## config.mk

```make
export PLATFORM = sky130hd
export DESIGN_NAME = mul_seq_ctrl
export DESIGN_NICKNAME = d
export VERILOG_FILES = /design/src/rtl/mul_pkg.sv /design/src/rtl/mul_step_add.sv /design/src/rtl/mul_seq_ctrl.sv
export SDC_FILE = /design/constraint.sdc
export NUM_CORES = 1
export LEC_CHECK = 0
export ABC_AREA = 1
export CORE_ASPECT_RATIO = 1.1
export CORE_UTILIZATION = 60
export DETAILED_ROUTE_END_ITERATION = 7
export GPL_ROUTABILITY_DRIVEN = 0
export PLACE_DENSITY = 0.85
export SYNTH_ARGS = -nofsm -noshare
export SYNTH_HDL_FRONTEND = slang
export SYNTH_HIERARCHICAL = 1
export SYNTH_SLANG_ARGS = --single-unit
export TNS_END_PERCENT = 10
```

## constraint.sdc

```tcl
create_clock -name clk_i -period 3.1 [get_ports clk_i]
set_input_delay 0.62 -clock clk_i [delete_from_list [all_inputs] [get_ports clk_i]]
set_output_delay 0.62 -clock clk_i [all_outputs]
set_load 0.02 [all_outputs]
```

## src/rtl/mul_pkg.sv

```systemverilog
`default_nettype none
// ============================================================================
// Module      : mul_pkg
// Description : Shared types and helpers for the iterative multiply sequencer.
//               The MUL_EARLY_TERM_EN macro (used by mul_seq_ctrl) enables
//               early termination when the remaining multiplier is zero.
// Revision    : 1.0 - initial release
// ============================================================================
package mul_pkg;

  typedef enum logic [1:0] {
    IDLE = 2'd0,
    RUN  = 2'd1,
    DONE = 2'd2
  } mul_state_t;

  // ALU control encoding of the R-type multiply (funct 6'b011000)
  localparam logic [2:0] ALU_CTRL_MUL = 3'b111;

  // Number of RUN iterations needed to consume the whole multiplier
  function automatic int mul_steps(input int width, input int bits_per_cycle);
    return width / bits_per_cycle;
  endfunction

endpackage
`default_nettype wire

```

## src/rtl/mul_step_add.sv

```systemverilog
`default_nettype none
// ============================================================================
// Module      : mul_step_add
// Description : One combinational shift-add step:
//               sum_o = acc_i + mcand_i * digit_i  (mod 2^WIDTH)
// Revision    : 1.0 - initial release
// ============================================================================
module mul_step_add
  import mul_pkg::*;
#(
  parameter int WIDTH          = 32,
  parameter int BITS_PER_CYCLE = 1
) (
  input  logic [WIDTH-1:0]          acc_i,
  input  logic [WIDTH-1:0]          mcand_i,
  input  logic [BITS_PER_CYCLE-1:0] digit_i,
  output logic [WIDTH-1:0]          sum_o
);

  // Add one shifted copy of the multiplicand per set digit bit; bits shifted
  // past WIDTH are dropped, which gives the mod 2^WIDTH truncation for free.
  always_comb begin
    sum_o = acc_i;
    for (int k = 0; k < BITS_PER_CYCLE; k++) begin
      if (digit_i[k]) begin
        sum_o = sum_o + (mcand_i << k);
      end
    end
  end

endmodule
`default_nettype wire

```

## src/rtl/mul_seq_ctrl.sv

```systemverilog
`default_nettype none
// ============================================================================
// Module      : mul_seq_ctrl
// Description : Iterative EX-stage multiply sequencer. Latches the operands,
//               runs a shift-add loop BITS_PER_CYCLE multiplier bits at a
//               time and stalls the pipeline until the low WIDTH product bits
//               are ready. Optional macro MUL_EARLY_TERM_EN ends the loop as
//               soon as the remaining multiplier bits are all zero.
// Revision    : 1.0 - initial release
// ============================================================================
module mul_seq_ctrl
  import mul_pkg::*;
#(
  parameter int WIDTH          = 32,
  parameter int BITS_PER_CYCLE = 1
) (
  input  logic             clk_i,
  input  logic             rst_i,
  input  logic             start_i,
  input  logic             flush_i,
  input  logic [WIDTH-1:0] src_a_i,
  input  logic [WIDTH-1:0] src_b_i,
  output logic             stall_o,
  output logic             busy_o,
  output logic             done_o,
  output logic [WIDTH-1:0] result_o
);

  localparam int                N        = mul_steps(WIDTH, BITS_PER_CYCLE);
  localparam int                CNT_W    = $clog2(N + 1);
  localparam logic [CNT_W-1:0]  CNT_LAST = CNT_W'(N - 1);

  mul_state_t       state_q,  state_d;
  logic [CNT_W-1:0] cnt_q,    cnt_d;
  logic [WIDTH-1:0] acc_q,    acc_d;
  logic [WIDTH-1:0] mcand_q,  mcand_d;
  logic [WIDTH-1:0] mplier_q, mplier_d;
  logic [WIDTH-1:0] result_q, result_d;

  logic [WIDTH-1:0] step_sum;
  logic [WIDTH-1:0] mplier_shr;
  logic             last_step;

  mul_step_add #(
    .WIDTH          (WIDTH),
    .BITS_PER_CYCLE (BITS_PER_CYCLE)
  ) u_step (
    .acc_i   (acc_q),
    .mcand_i (mcand_q),
    .digit_i (mplier_q[BITS_PER_CYCLE-1:0]),
    .sum_o   (step_sum)
  );

  assign mplier_shr = mplier_q >> BITS_PER_CYCLE;

`ifdef MUL_EARLY_TERM_EN
  // Stop once no set multiplier bits remain; later steps would add zero
  assign last_step = (cnt_q == CNT_LAST) || (mplier_shr == '0);
`else
  assign last_step = (cnt_q == CNT_LAST);
`endif

  // Next-state and datapath update; flush overrides everything and keeps result
  always_comb begin
    state_d  = state_q;
    cnt_d    = cnt_q;
    acc_d    = acc_q;
    mcand_d  = mcand_q;
    mplier_d = mplier_q;
    result_d = result_q;
    case (state_q)
      IDLE: begin
        if (start_i && !flush_i) begin
          mcand_d  = src_a_i;
          mplier_d = src_b_i;
          acc_d    = '0;
          cnt_d    = '0;
          state_d  = RUN;
        end
      end
      RUN: begin
        acc_d    = step_sum;
        mcand_d  = mcand_q << BITS_PER_CYCLE;
        mplier_d = mplier_shr;
        cnt_d    = cnt_q + CNT_W'(1);
        if (last_step) begin
          result_d = step_sum;
          state_d  = DONE;
        end
      end
      DONE:    state_d = IDLE;
      default: state_d = IDLE;
    endcase
    if (flush_i) begin
      state_d  = IDLE;
      result_d = result_q;
    end
  end

  // State and datapath registers with asynchronous active-low reset
  always_ff @(posedge clk_i or negedge rst_i) begin
    if (!rst_i) begin
      state_q  <= IDLE;
      cnt_q    <= '0;
      acc_q    <= '0;
      mcand_q  <= '0;
      mplier_q <= '0;
      result_q <= '0;
    end else begin
      state_q  <= state_d;
      cnt_q    <= cnt_d;
      acc_q    <= acc_d;
      mcand_q  <= mcand_d;
      mplier_q <= mplier_d;
      result_q <= result_d;
    end
  end

  // Stall while accepting or iterating; released in DONE so EX/MEM captures result
  always_comb begin
    stall_o  = (((state_q == IDLE) && start_i) || (state_q == RUN)) && !flush_i && rst_i;
    busy_o   = (state_q != IDLE);
    done_o   = (state_q == DONE) && !flush_i;
    result_o = result_q;
  end

endmodule
`default_nettype wire
```

---- Word-level counts from Yosys, hierarchy flattened ----
Cells that the tools add are included.
W data, S select, Z words.
word-level totals
  flip-flop bits (word level) ............. 136
  input port bits ......................... 68
  output and inout bits ................... 35
  word-level logic and storage cells ...... 41
cells by class
  add/sub/neg operators ................... 2
  equality and inequality tests ........... 6
  muxes and demuxes ....................... 13
  bitwise gates (word level) .............. 1
  reductions and logical operators ........ 13
operator list
  operator               number
  $pmux W32 S2           3
  $mux W32               4
  $add A32 B32 Y32       1
  $pmux W6 S2            1
  $add A6 B1 Y6 const B  1
  $eq A6 B5 Y1 const B   1
  $mux W2                3
  $mux W6                1
  $ne A3 B3 Y1 const B   2
  $logic_and A1 B1 Y1    5
  $pmux W2 S2            1
  $reduce_and A2 Y1      2
  $reduce_bool A2 Y1     2
  $reduce_and A3 Y1      1
  $eq A2 B1 Y1 const B   1
  $eq A2 B2 Y1 const B   1
  $logic_not A2 Y1       1
  $ne A2 B2 Y1 const B   1
  $logic_not A1 Y1       1
  $logic_or A1 B1 Y1     1
  $not A1 Y1             1

---- Depth between registers and ports, before layout ----
Gate-level depths: netlist of run 1.
  depth after elaboration ................. 5
  gate-level depth with buffers ........... 14
  gate-level depth less buffers ........... 14

---- Hierarchy ----
The synthesis of run 1 kept the hierarchy.
modules (own cells, without submodules)
  module        times used  cells each  area an instance (µm²)  seq. area each (µm²)
  mul_seq_ctrl  1           790         6228.5                  3403.3
  mul_step_add  1           571         2687.6                  0.0

---- Worst setup path before layout of run 1 ----
No wires, ideal clock.
  path type ............................... reg2reg
  from .................................... reg acc_q[0]
  to ...................................... reg result_q[16], in the netlist result_o[16]
  setup time .............................. 0.117 ns
  data arrival time ....................... 1.852 ns
  required time ........................... 2.983 ns
  setup slack ............................. 1.131 ns
  stages on the path, launching flop included .. 14
  path buffers ............................ 0
  clock period less this slack ............ 1.969 ns
  path through ............................ dfrtp_1 ha_1 fa_1 nand3_1 nand3_1 nand2_1 nand2_1 nand2_1 nand2_1 xor2_1 nand2_1 nand2_1 nand3_1 nand2_1
on the way
  word-level cells in the longest chain between the ends .. 2
ends and longest elaborated chain
  what                    RTL line             RTL
  from (decl)             mul_seq_ctrl.sv:35   logic [WIDTH-1:0] acc_q, acc_d;
  from (signal assigned)  mul_seq_ctrl.sv:105  acc_q <= '0;
  from (signal assigned)  mul_seq_ctrl.sv:112  acc_q <= acc_d;
  $add A32 B32 Y32        mul_step_add.sv:26   sum_o = sum_o + (mcand_i << k);
  $mux W32                mul_step_add.sv:25   if (digit_i[k]) begin
  net step_sum[16]        mul_seq_ctrl.sv:40   logic [WIDTH-1:0] step_sum;
  to (signal assigned)    mul_seq_ctrl.sv:115  result_q <= result_d;
  to (decl)               mul_seq_ctrl.sv:38   logic [WIDTH-1:0] result_q, result_d;
The timed path passes the listed nets, and every way through them passes these cells.
A chain may end at the register's enable or synchronous reset.

---- Final worst setup path of run 1 ----
  from .................................... in flush_i
  to ...................................... out stall_o
on the way
  word-level cells in the longest chain between the ends .. 3
ends and longest elaborated chain
  what                              RTL line             RTL
  from (decl)                       mul_seq_ctrl.sv:20   input logic flush_i,
  $logic_not A1 Y1                  mul_seq_ctrl.sv:121  stall_o = (((state_q == IDLE) && start_i) || (state_q == RUN)) && !flush_i && rst_i;
  $logic_and A1 B1 Y1 (2 in a row)  mul_seq_ctrl.sv:121
  to (decl)                         mul_seq_ctrl.sv:23   output logic stall_o,
Every way passes these cells.

==> run_results.csv, run 1 <==
group,metric,value,unit
min_path,hp-class,"primary input to async pin",
routing,ant_nets,0,
final_layout,area_delta_synth_final,18.7,%
floorplan,ioPinCount,103,
timing,fin_crit_sh,88.1,%
clock_tree,clockBufferDepth,2,
floorplan,num_rows,46,
final_layout,post-route-util,73.3,%
setup_path,worstPathRequired,2.48,ns
setup_path,r2r_end,"result_o[28]",
synthesis,synth.top_cells.by_count,"670 x nand2_1, 162 x nand3_1, 136 x dfrtp_1, 130 x inv_1, 42 x nor2_1",
synthesis,synth_area,8920,um2
outcome,status,"finished clean",
routing,num_vias,8859,
synthesis,async_flop_share,100,%
final_layout,drive_above_1_share,4.42,%
synthesis,ys_types,32,
placement,placed_cells,1608,
grt,grt_antenna_before_repair,1,
timing,clock.fmax,366,MHz
clock_tree,numCtsBuffers,17,
placement,portBuffers,102,
routing,totalWireLength,23100,um
timing,drv_slew,0,
pwr,leakage,5.95,nW
clock_tree,ctsHoldBuffers,0,
setup_path,crit_type,"primary input to output port",
grt,grt_overflow_total,0,
grt,grt_pass1_wl,38500,um
synthesis,synth_edf_count,0,
grt,grt_use_total,31.4,%
final_layout,final_net_count,1536,
clock_tree,cts_tree,"done",
setup_path,crit_end,"stall_o",
synthesis,yosysTopAreaCellShare,38.2,%
synthesis,ys.warnings.count,6,
pwr,power_switching,0.00342,W
floorplan,fp.dieArea,15400,um2
routing,drcViolationCount,0,
setup_path,ff2ff_setup_slack,0.69,ns
floorplan,die_x,118,um
clock_tree,clk_pin_slew,0.06,ns
synthesis,synth-seq-cells,136,
synthesis,syn_inst,1361,
timing,min_period,2.73,ns
pwr,power_frac_comb,42.9,%
setup_path,r2r_cells,12,
timing,clock_skew,0.00739,ns
pwr,pwr-share-clk,25.4,%
synthesis,yosysSeqAreaShare,38.2,%
pwr,pwr-share-seq,31.7,%
job,maxCapViolCount,0,
setup_path,worstSetupStartpointType,"primary input",
routing,first_iter_violations,828,
floorplan,die_y,130,um
timing,setup_tns,0,ns
setup_path,worstPathArrival,2.11,ns
grt,grt_max_degree,162,
synthesis,yosysMostFrequentCell,"nand2_1",
clock_tree,clk_latency,0.43,ns
clock_tree,cts_setup_buffers,0,
setup_path,end_kind,"output port",
setup_path,regToRegStartpoint,"acc_q[0]",
clock_tree,ctsHtreeMaxLevel,4,
clock_tree,cts-resized-gates,0,
routing,vias_per_cell,5.41,
placement,dpl.hpwl,15500,um
setup_path,path_max_fanout,4,
pwr,internal_power,0.00485,W
timing,slew_headroom,37.1,%
clock_tree,numClockSinks,136,
routing,drt-pass1-iter-count,6,
synthesis,ys.flop_type,"dfrtp_1",
timing,grt_setup_unrepaired,"no",
synthesis,synth_top_area_cell,"dfrtp_1",
synthesis,yosys-top-cells-area,"dfrtp_1 38%, nand2_1 28%, nand3_1 9.1%",
pwr,power_density,781,nW/um2
routing,wire_per_inst,14.1,um
timing,tightest_slew,0.944,ns
pwr,switching_share,41.3,%
clock_tree,cts_root_buf,"clkbuf_16",
floorplan,initial_core_util,61.7,%
grt,grt_pass1_vias,8434,
setup_path,cp-startpoint,"flush_i",
floorplan,core_area,14400,um2
synthesis,synth_nets,1462,
synthesis,syn_avg_cell_area,6.55,um2
final_layout,instances_no_fill,1639,
pwr,vdd_drop_max,0.473,mV
final_layout,fill_cells,1146,
timing,finalSetupViolCount,0,
final_layout,diodes,0,
timing,finalHoldViolCount,0,
cells in the final DEF, fill, tap and decap left out, types with 2 or more instances in the layout:
cell             instances
xnor2_1                 15
clkbuf_8                 4
buf_12                   4
a21oi_1                 20
ha_1                    32
nand3b_1                 4
buf_4                    7
dfrtp_1                136
nand3_2                  2
clkbuf_1                 3
o21ai_0                 26
nand4_1                  4
clkbuf_16               17
bufinv_16                3
inv_2                    7
clkdlybuf4s50_1        101
o21ai_1                 26
o21bai_1                 3
nand2_1                670
nand2_2                  8
clkinv_2                 2
nor2_4                   3
nor3_1                   4
inv_1                  130
nor2_1                  41
nand3_1                162
power groups by stage:
stage | Sequential (W) | Clock [W] | Combinational (W)
3_3_place_gp | 0.00261 | 0 | 0.00331
6_report | 0.00262 | 0.00210 | 0.00355
3_5_place_dp | 0.00263 | 0 | 0.00342
2_1_floorplan | 0.00252 | 0 | 0.00266
5_1_grt | 0.00268 | 0.00219 | 0.00398
4_1_cts | 0.00261 | 0.00213 | 0.00348
how the worst min path moves through the flow:
stage | to | cells past startpoint
6_report | result_o[9] | 2
5_1_grt | result_o[9] | 2
4_1_cts | result_o[9] | 2
3_5_place_dp | result_o[25] | 2
3_3_place_gp | result_o[13] | 2
2_1_floorplan | acc_q[0] | 0
logic make-up (layout without fill, tap and decap cells):
kind of cell	Yosys count	in the layout	synth area share, %
simple gates	902	902	41.3
buf+inv	196	282	9.65
flops	136	136	38.2
compound gates	78	78	4.56
fa+ha+maj	33	33	4.72
xor+xnor	16	16	1.57
metal layers:
| layer | vias to the layer above | part of all wire (%) | global-route usage, % |
|---|---|---|---|
| met3 | 65 | 8.5 | 8.30 |
| met5 | - | 0.069 | 0 |
| met1 | 4021 | 42 | 39.6 |
| met2 | 401 | 46 | 51.6 |
| met4 | 2 | 3.2 | 13.3 |
| li1 | 4370 | - | - |
state kept, by name, summed over array words and instances (netlist names):
register,cells
mcand_q,32
state_q,2
result_o,32
mplier_q,32
acc_q,32
cnt_q,6
cell type report:
class,count,area [um2],share of cell area (%)
clock buffers,24,492,4.65
flip-flops and latches,136,3400,32.2
multi-input cells,1029,4660,44.0
inverters,138,518,4.89
repair buffers,113,1150,10.9
clock inverters,7,116,1.10
well taps,192,240,2.27
per-stage QoR:
stage          total power [W]  area (um2)  hold WS (ns)  worst slack, ns
2_1_floorplan          0.00518        8920         0.324             1.13
3_3_place_gp           0.00593        9980         0.452            0.376
3_5_place_dp           0.00605        9980         0.457            0.351
4_1_cts                0.00822       10600         0.382            0.363
5_1_grt                0.00885       10600         0.381            0.208
6_report               0.00827       10600         0.248            0.367
critical path, stage by stage:
cell,delay (ns)
clkdlybuf4s50_1,0.48
nor2_1,0.15
nand2_2,0.06
inv_1,0.10
o21a_1,0.11
clkdlybuf4s50_1,0.59
Power figures use the tool's default switching activity.
==> run 2: changes to the inputs <==
--- a/config.mk
+++ b/config.mk
@@ -7,7 +7,9 @@
 export LEC_CHECK = 0
 export ABC_AREA = 1
 export CORE_ASPECT_RATIO = 1.1
+export CORE_MARGIN = 8
 export CORE_UTILIZATION = 60
+export CTS_BUF_LIST = sky130_fd_sc_hd__clkbuf_4
 export DETAILED_ROUTE_END_ITERATION = 7
 export GPL_ROUTABILITY_DRIVEN = 0
 export PLACE_DENSITY = 0.85
==> run 2 against run 1 <==
Net effect:
- clock skew grew 0.017 ns
- register-to-register slack gained 0.02 ns
- total power shrank 11%
- clock power shrank 37%
- critical path type unchanged
- combinational power shrank 3%
- largest cell class unchanged
- critical endpoint unchanged
==> run_results.csv, run 2 (synthesized netlist as in run 1, its figures left out) <==
group,metric,value,unit
floorplan,die_x,132,um
timing,tightest_slew,0.937,ns
pwr,pwr-share-clk,17.9,%
pwr,internal_power,0.00413,W
clock_tree,clk_latency,0.58,ns
clock_tree,clockBufferDepth,2,
clock_tree,ctsHtreeMaxLevel,4,
pwr,leakage,5.81,nW
clock_tree,cts_setup_buffers,0,
placement,dpl.hpwl,16200,um
min_path,hp-class,"primary input to async pin",
routing,drcViolationCount,0,
clock_tree,cts_root_buf,"clkbuf_4",
final_layout,area_delta_synth_final,15.4,%
grt,grt_overflow_total,0,
pwr,pwr-share-seq,35.5,%
timing,finalSetupViolCount,0,
final_layout,layout_common_cells,"670 x nand2_1, 162 x nand3_1, 136 x dfrtp_1, 130 x inv_1, 101 x clkdlybuf4s50_1",
pwr,power_switching,0.00323,W
pwr,power_density,715,nW/um2
final_layout,fill_cells,1289,
timing,drv_slew,0,
setup_path,worstSetupStartpointType,"primary input",
grt,grt_use_total,25.1,%
timing,slew_headroom,37.6,%
timing,setup_tns,0,ns
setup_path,worstPathArrival,2.20,ns
routing,ant_nets,0,
clock_tree,cts_tree,"done",
routing,num_vias,8622,
setup_path,worstPathRequired,2.48,ns
clock_tree,numCtsBuffers,17,
routing,wire_per_inst,13.7,um
timing,fin_crit_sh,90.9,%
setup_path,path_buf_inv,3,
timing,clock_skew,0.0244,ns
clock_tree,clk_pin_slew,0.12,ns
floorplan,core_area,14500,um2
floorplan,die_y,144,um
pwr,switching_share,43.9,%
setup_path,slowest_delay,0.60,ns
clock_tree,cts-resized-gates,0,
setup_path,worstPathCellList,"dlygate4sd3_1 -> buf_6 -> o21a_1 -> clkdlybuf4s50_1",
routing,vias_per_cell,5.25,
routing,totalWireLength,22500,um
timing,min_period,2.82,ns
timing,clock.fmax,355,MHz
final_layout,final_net_count,1538,
placement,portBuffers,102,
routing,first_iter_violations,697,
floorplan,ioPinCount,103,
pwr,power,0.00735,W
setup_path,crit_type,"primary input to output port",
setup_path,end_kind,"output port",
setup_path,crit_path_top_delay_cell,"clkdlybuf4s50_1",
grt,grt_antenna_before_repair,1,
timing,grt_setup_unrepaired,"no",
floorplan,initial_core_util,61.5,%
grt,grt_pass1_wl,39400,um
floorplan,fp.dieArea,19000,um2
final_layout,final_common_cell,"nand2_1",
grt,grt_max_degree,162,
clock_tree,numClockSinks,136,
routing,drt-pass1-iter-count,5,
setup_path,critPathTopFamily,"buffers and inverters",
pwr,power_frac_comb,46.6,%
final_layout,drive_above_1_share,4.55,%
pwr,vdd_drop_max,0.502,mV
floorplan,num_rows,46,
clock_tree,ctsHoldBuffers,1,
setup_path,path_max_fanout,27,
outcome,status,"finished clean",
grt,grt_pass1_vias,8482,
job,maxCapViolCount,0,
timing,finalHoldViolCount,0,
==> run 2: changes by cell type in the layout (fill, tap and decap cells not counted), sizes merged <==
cell	change
dlygate4sd3	+1
clkbuf	-6
clkinvlp	+1
inv	+1
diode	+1
buf	+1
clkinv	+3
bufinv	+1
==> run 2: layout make-up <==
type | instances | area, um2 | area share (%)
multi-input combinational | 1029 | 4660 | 45.3
clock buffer | 18 | 135 | 1.31
timing repair buffer | 115 | 1150 | 11.2
tap | 192 | 240 | 2.34
clock inverter | 13 | 179 | 1.74
inverter | 138 | 518 | 5.04
sequential | 136 | 3400 | 33.1
antenna | 1 | 2.50 | 0.0243
==> run 2: metal layers <==
metal  share of wire (%)  GRT usage, %  wire (um)
met1                  44          31.1       9810
met2                  46          40.4      10400
met3                 7.6          7.58       1720
met4                 2.7          9.81        615
met5                   0             0          0
==> run 2: power by group through the flow <==
stage / Combinational, W / Sequential [W] / Clock [W]
final: 0.00343 / 0.00261 / 0.00132
after global placement: 0.00330 / 0.00261 / 0
after global routing: 0.00393 / 0.00266 / 0.00141
after detailed placement: 0.00338 / 0.00263 / 0
after CTS: 0.00340 / 0.00260 / 0.00135
after floorplan: 0.00266 / 0.00252 / 0
==> run 2: worst paths after layout <==
path / startpoint / endpoint / slack (ns) / cells after the start
worst max-delay path: rst_i / stall_o / 0.28 / 4
worst min-delay path: rst_i / mplier_q[26] / 0.46 / 2
worst max register to register: acc_q[0] / result_o[28] / 0.71 / 13
worst min register to register: result_o[21] / result_o[21] / 0.48 / 2
max in group asynchronous: rst_i / result_o[31] / 1.61 / 3
min in group clk_i: result_o[21] / result_o[21] / 0.48 / 2
==> run 2: per-stage QoR <==
stage	cells	hold WS, ns	util, %	setup slack (ns)	area [um2]
2_1_floorplan	1361	0.324	-	1.13	8920
3_3_place_gp	1609	0.452	68.7	0.288	9960
3_5_place_dp	1609	0.457	68.7	0.237	9960
4_1_cts	1641	0.430	70.9	0.254	10300
5_1_grt	1642	0.444	70.9	0.177	10300
6_report	1642	0.458	70.9	0.283	10300
